[config.mk]
export PLATFORM = sky130hd
export DESIGN_NAME = pipe_ripple_adder
export DESIGN_NICKNAME = d
export VERILOG_FILES = /design/src/rtl/pipe_ripple_adder_pkg.sv /design/src/rtl/pipe_ripple_adder_seg_ripple.sv /design/src/rtl/pipe_ripple_adder.sv
export SDC_FILE = /design/constraint.sdc
export NUM_CORES = 1
export LEC_CHECK = 0
export CORE_MARGIN = 2
export CORE_UTILIZATION = 51
export DETAILED_ROUTE_END_ITERATION = 16
export PLACE_DENSITY_LB_ADDON = 0.3
export SYNTH_ARGS = -nofsm -noshare
export SYNTH_HDL_FRONTEND = slang
export SYNTH_SLANG_ARGS = --single-unit
[constraint.sdc]
create_clock -name clk -period 4 [get_ports clk]
set_input_delay 0.8 -clock clk [delete_from_list [all_inputs] [get_ports clk]]
set_output_delay 0.8 -clock clk [all_outputs]
set_load 0.02 [all_outputs]
[src/rtl/pipe_ripple_adder_pkg.sv]
// Shared types and the full-adder cell that every segment ripple chain is built from.
package pipe_ripple_adder_pkg;

  typedef struct packed {
    logic cout;
    logic sum;
  } fa_t;

  function automatic fa_t full_add(input logic a, input logic b, input logic cin);
    fa_t r;
    r.sum  = a ^ b ^ cin;
    r.cout = (a & b) | (cin & (a ^ b));
    return r;
  endfunction

endpackage

[src/rtl/pipe_ripple_adder_seg_ripple.sv]
// Combinational SEG-bit ripple chain; also exposes the carry into its top bit for overflow.
module pipe_ripple_adder_seg_ripple
  import pipe_ripple_adder_pkg::*;
#(
  parameter int SEG = 4
) (
  input  logic [SEG-1:0] i_a,
  input  logic [SEG-1:0] i_b,
  input  logic           i_cin,
  output logic [SEG-1:0] o_sum,
  output logic           o_cout,
  output logic           o_c_msb
);

  logic [SEG:0] w_carry;

  assign w_carry[0] = i_cin;

  for (genvar gi = 0; gi < SEG; gi++) begin : g_bit
    fa_t w_fa;
    assign w_fa           = full_add(i_a[gi], i_b[gi], w_carry[gi]);
    assign o_sum[gi]      = w_fa.sum;
    assign w_carry[gi+1]  = w_fa.cout;
  end

  assign o_cout  = w_carry[SEG];
  assign o_c_msb = w_carry[SEG-1];

endmodule

[src/rtl/pipe_ripple_adder.sv]
// Pipelined ripple-carry adder/subtractor: one SEG-bit segment per stage, carry registered
// between stages, single global enable giving full backpressure.
module pipe_ripple_adder
  import pipe_ripple_adder_pkg::*;
#(
  parameter int WIDTH = 16,
  parameter int SEG   = 4
) (
  input  logic             clk,
  input  logic             rst_n,
  input  logic             in_valid,
  output logic             in_ready,
  input  logic [WIDTH-1:0] a,
  input  logic [WIDTH-1:0] b,
  input  logic             ci,
  input  logic             sub,
  output logic             out_valid,
  input  logic             out_ready,
  output logic [WIDTH-1:0] s,
  output logic             co,
  output logic             ovf
);

  localparam int STAGES = WIDTH / SEG;

  if ((WIDTH % SEG) != 0) begin : g_width_check
    $error("pipe_ripple_adder: WIDTH must be a multiple of SEG");
  end

  logic             w_en;
  logic [WIDTH-1:0] w_b_in;
  logic             w_c_in;

  assign w_en     = !out_valid || out_ready;
  assign in_ready = w_en;
  // Subtract as a + ~b + 1; the operand is inverted once, before it enters the pipe.
  assign w_b_in   = b ^ {WIDTH{sub}};
  assign w_c_in   = sub | ci;

  for (genvar gi = 0; gi < STAGES; gi++) begin : g_stage
    localparam int LO = gi * SEG;
    localparam int HI = LO + SEG;

    logic [SEG-1:0] w_a_seg;
    logic [SEG-1:0] w_b_seg;
    logic [SEG-1:0] w_sum;
    logic           w_cin;
    logic           w_vin;
    logic           w_cout;
    logic           w_c_msb;
    logic [HI-1:0]  w_s_next;

    logic           r_v;
    logic           r_c;
    logic [HI-1:0]  r_s;

    if (gi == 0) begin : g_src
      assign w_a_seg  = a[SEG-1:0];
      assign w_b_seg  = w_b_in[SEG-1:0];
      assign w_cin    = w_c_in;
      assign w_vin    = in_valid;
      assign w_s_next = w_sum;
    end else begin : g_src
      assign w_a_seg  = g_stage[gi-1].g_fwd.r_a[HI-1:LO];
      assign w_b_seg  = g_stage[gi-1].g_fwd.r_b[HI-1:LO];
      assign w_cin    = g_stage[gi-1].r_c;
      assign w_vin    = g_stage[gi-1].r_v;
      assign w_s_next = {w_sum, g_stage[gi-1].r_s};
    end

    pipe_ripple_adder_seg_ripple #(
      .SEG (SEG)
    ) u_seg (
      .i_a     (w_a_seg),
      .i_b     (w_b_seg),
      .i_cin   (w_cin),
      .o_sum   (w_sum),
      .o_cout  (w_cout),
      .o_c_msb (w_c_msb)
    );

    // Bubbles shift with the data so occupancy never needs tracking separately.
    always_ff @(posedge clk or negedge rst_n) begin
      if (!rst_n) begin
        r_v <= 1'b0;
        r_c <= 1'b0;
        r_s <= '0;
      end else if (w_en) begin
        r_v <= w_vin;
        r_c <= w_cout;
        r_s <= w_s_next;
      end
    end

    if (gi < STAGES - 1) begin : g_fwd
      logic [WIDTH-1:HI] w_a_up;
      logic [WIDTH-1:HI] w_b_up;
      logic [WIDTH-1:HI] r_a;
      logic [WIDTH-1:HI] r_b;
      logic              w_unused_c_msb;

      assign w_unused_c_msb = w_c_msb;

      if (gi == 0) begin : g_up
        assign w_a_up = a[WIDTH-1:HI];
        assign w_b_up = w_b_in[WIDTH-1:HI];
      end else begin : g_up
        assign w_a_up = g_stage[gi-1].g_fwd.r_a[WIDTH-1:HI];
        assign w_b_up = g_stage[gi-1].g_fwd.r_b[WIDTH-1:HI];
      end

      always_ff @(posedge clk or negedge rst_n) begin
        if (!rst_n) begin
          r_a <= '0;
          r_b <= '0;
        end else if (w_en) begin
          r_a <= w_a_up;
          r_b <= w_b_up;
        end
      end
    end else begin : g_last
      logic r_ovf;

      always_ff @(posedge clk or negedge rst_n) begin
        if (!rst_n) begin
          r_ovf <= 1'b0;
        end else if (w_en) begin
          r_ovf <= w_cout ^ w_c_msb;
        end
      end
    end
  end

  assign out_valid = g_stage[STAGES-1].r_v;
  assign s         = g_stage[STAGES-1].r_s;
  assign co        = g_stage[STAGES-1].r_c;
  assign ovf       = g_stage[STAGES-1].g_last.r_ovf;

endmodule
# == Yosys cells after proc, flatten, opt, wreduce, memory -nomap -nowiden ==
# Cells that the tools add are included.
# totals
ff_bits,97
input_bits,38
output_inout_bits,20
wordCells,104
# op_classes
bitwise,83
reduce_logical,2
# ops
cell,n
$xor 1x1->1,33
$and 1x1->1,32
$or 1x1->1,17
$xor 16x16->16,1
$logic_not 1->1,1
$logic_or 1x1->1,1

# == Longest topological paths before layout ==
# depth
depth_word,10
ltp_mapped,10
depth_no_buf,9

# == Modules after synthesis ==
# Synthesis repeated with hierarchy kept, for this count alone.
# unflattened
cells_unflattened,274
area_unflattened_um2,4284.1
# modules_own_cells
module,instances,cells_each,area_per_inst_um2,seq_area_each_um2
pipe_ripple_adder,1,226,3843.7,2427.3
pipe_ripple_adder_seg_ripple,4,12,110.1,0.0

# == Least setup slack after synthesis ==
# Ideal clock, no wire load.
# synth_path
kind,input to register
from,input port sub
to,register g_stage[0].r_s[3]
arrival_time_ns,3.090
setup_slack_ns,0.785
stages,10
path_buffers,2
cell_sequence,buf_2 buf_4 or2_2 fa_1 fa_1 inv_1 fa_1 inv_1 fa_1 mux2_2
# synth_between
elab_chain_cells,9
word_cells_on_any_way,16
classes_between,bitwise: 16
# synth_lines
item,line,text
from (decl),pipe_ripple_adder.sv:16,"input logic sub,"
$xor 16x16->16,pipe_ripple_adder.sv:37,assign w_b_in = b ^ {WIDTH{sub}};
$xor 1x1->1,pipe_ripple_adder_pkg.sv:12,r.cout = (a & b) | (cin & (a ^ b));
$and 1x1->1,pipe_ripple_adder_pkg.sv:12,
$or 1x1->1,pipe_ripple_adder_pkg.sv:12,
$and 1x1->1,pipe_ripple_adder_pkg.sv:12,
$or 1x1->1,pipe_ripple_adder_pkg.sv:12,
$and 1x1->1,pipe_ripple_adder_pkg.sv:12,
$or 1x1->1,pipe_ripple_adder_pkg.sv:12,
$xor 1x1->1 (*),pipe_ripple_adder_pkg.sv:11,r.sum = a ^ b ^ cin;
net g_stage[0].u_seg.o_sum[3],pipe_ripple_adder_seg_ripple.sv:10,"output logic [SEG-1:0] o_sum,"
to (signal assigned),pipe_ripple_adder.sv:91,r_s <= w_s_next;
to (decl),pipe_ripple_adder.sv:55,logic [HI-1:0] r_s;
# Mark *: on every way through the listed nets, which the timed path passes. The rest lies on a longest branch.
# A chain may end at the register's enable or synchronous reset.

# == Worst setup path in the final report ==
# Ends and elaborated chain as after synthesis.

==> flow_summary.toml <==
[yosys]
netlist_instances = 278
ys.warnings.count = 0
synth_area_leaders = "sky130_fd_sc_hd__dfrtp_1, sky130_fd_sc_hd__mux2_2, sky130_fd_sc_hd__fa_1, sky130_fd_sc_hd__mux2_4, sky130_fd_sc_hd__xor2_1"
mappedNetlistArea_sq_mm = 0.004235
synth_seq_cells = 97
synthDominantAreaCellType = "sky130_fd_sc_hd__dfrtp_1"
netlist-cell-type-count = 17
synth_top_area_share_pct = 57.31
avgSynthCellArea_sq_um = 15.23
synth_seq_area_share_pct = 57.31
mappedNetlistNets = 332

[sta]
rsz0062_at_grt = "no"
clock.fmax_mhz = 326.6
finalCritPeriodShare_pct = 76.55
tightestPinTransition_ps = 977.1
final_hold_viol_count = 0
timing.max_slew.rel_slack_pct = 34.86
fin_setup_tns_ps = 0
drv_slew = 0
report.final.setup_viol = 0
skew_ps = 7.716
period_minus_slack_ps = 3062

[detailed_routing]
top_layer_used = "met4"
detail_route.wirelength_um = 6568
wl_met2_um = 3013
met1_length_um = 3184
via_per_instance_ratio = 4.973
num_vias = 2218
wl_met3_um = 238
drtPass1Iterations = 4
first_iter_violations = 65
ant_nets = 0
drc = 0
wire_per_inst_um = 14.73

[die]
row_count = 33
initial_core_util_pct = 52.07
overall_die_area_sq_mm = 0.009050
design.core.area_sq_mm = 0.008134
dieHeight_um = 95.13
die_w_um = 95.13
top_level_ports = 58

[global_routing]
groute.usage.overall_pct = 16.67
first_global_vias = 2370
global_route.overflow_total = 0
grt_antenna_before_repair = 0
largest_net_degree_at_the_start_of_global_routing = 81
wire_length_of_the_first_global_routing_pass_um = 11390

[layout]
layout_common_cells = "sky130_fd_sc_hd__dfrtp_1, sky130_fd_sc_hd__mux2_2, sky130_fd_sc_hd__clkdlybuf4s50_1"
antennaDiodeCount = 0
layout.nets = 390
layout_filler_cell_count = 668
drive_above_1_share_pct = 31.67
final_common_cell = "sky130_fd_sc_hd__dfrtp_1"
layout-area-overhead-vs-synth_pct = 20.56

[place]
hpwl_dp_um = 4293
gp_routability_congestion = 0.7511
total_of_buffers_placed_on_input_and_output_ports = 57

[critical_path]
end_kind = "register"
criticalPathCategory = "in2reg"
timing.critical_path.fanout_max = 3
crit_required_ps = 4250
cp.arrival_ps = 3310
cp-start-kind = "primary input"

[clocking]
cts_htree_levels = 3
clock_path_buffers = 2
cts.hold.buffers_added = 0
cts_resized = 0
tritoncts = "yes"
cts.clk_slew.worst_paths_ps = 90
cts-buffers-inserted = 9
worst_skew_pair.late_latency_ps = 360
cts_setup_buffers = 0
cts-root-buf = "sky130_fd_sc_hd__clkbuf_8"
clk_sinks = 97

[power_and_ir_drop]
leakage_nw = 2.226
ratio_of_total_power_to_cell_area_mw_per_mm2 = 746.5
report.power.total_mw = 3.812
peakVddDrop_uv = 478.9

[outcome]
outcome = "complete, no violations"

[min_path]
holdCritPathClass = "reg2reg"

[flow_run]
maxcap_violations = 0
## critical path: stages
cell and delay, ps:
sky130_fd_sc_hd__clkdlybuf4s50_1 460, sky130_fd_sc_hd__or2_2 310, sky130_fd_sc_hd__fa_1 380, sky130_fd_sc_hd__fa_1 380
sky130_fd_sc_hd__inv_1 80, sky130_fd_sc_hd__fa_1 160, sky130_fd_sc_hd__inv_1 50, sky130_fd_sc_hd__fa_1 420
sky130_fd_sc_hd__mux2_2 270
## synthesized netlist by cell type (all sizes together)
cell type,count
a21oi,10
buf,13
clkbuf,2
dfrtp,97
fa,16
inv,24
mux2,84
mux2i,2
nand2b,2
nor3b,10
or2,1
xnor2,4
xor2,13
## power breakdown
| part | leakage [nW] | internal, mW | total, mW | switching (mW) |
|---|---|---|---|---|
| logic | 0.997 | 0.836 | 1.44 | 0.601 |
| clock network | 0.108 | 0.358 | 0.709 | 0.351 |
| registers | 1.12 | 1.42 | 1.67 | 0.244 |
| total | 2.23 | 2.62 | 3.81 | 1.20 |
## cell type report
type / instances / area, sq um / area share (%)
inverter: 24 / 90.09 / 1.764
tap: 105 / 131.4 / 2.573
clock inverter: 7 / 103.9 / 2.034
clock buffer: 9 / 123.9 / 2.426
timing repair buffer: 62 / 605.6 / 11.86
sequential: 97 / 2427 / 47.54
multi-input combinational: 142 / 1624 / 31.81
## worst paths after layout
kind,start,to,slack [ps],depth (start not counted)
worst min register to register,g_stage[2].r_v,out_valid,490,1
min in group asynchronous,rst_n,g_stage[2].r_s[4],590,1
worst max-delay path,sub,g_stage[0].r_s[3],940,9
worst max register to register,out_valid,g_stage[0].g_fwd.r_b[10],1620,4
worst min-delay path,g_stage[2].r_v,out_valid,490,1
max in group asynchronous,rst_n,g_stage[2].g_fwd.r_b[15],2580,2
## sequential cells by signal (all words and copies together), names as in the netlist
register,count
co,1
g_stage.g_fwd.r_a,24
g_stage.g_fwd.r_b,24
g_stage.r_c,3
g_stage.r_s,24
g_stage.r_v,3
out_valid,1
ovf,1
s,16
## cell families after synthesis
group	count (synthesis)	synth area share, %
AO/OA/AOI/OAI	10	1.182
XOR/XNOR	17	3.515
adder cells (fa/ha/maj)	16	7.563
buffers and inverters	39	4.343
flip-flops	97	57.31
multiplexers	86	23.69
AND/OR/NAND/NOR	13	2.393
## metrics by stage
step           hold slack (ps)  cells  setup WS, ps  utilization, %  instance area [sq um]
6_report                 488.5    446         938.1           62.78                   5106
5_1_grt                  514.6    446         857.7           62.78                   5106
4_1_cts                  496.0    446         957.3           62.78                   5106
3_5_place_dp             472.7    430         579.5           59.98                   4878
3_3_place_gp             449.6    430         613.3           59.98                   4878
2_1_floorplan            434.9    278         785.1               -                   4235
## per-layer routing
layer,vias to the layer above,track usage (%)
met1,1132,23.86
li1,1037,-
met2,36,24.71
met3,13,3.162
met4,0,7.971
met5,-,0
(Power assumes the default switching activity.)
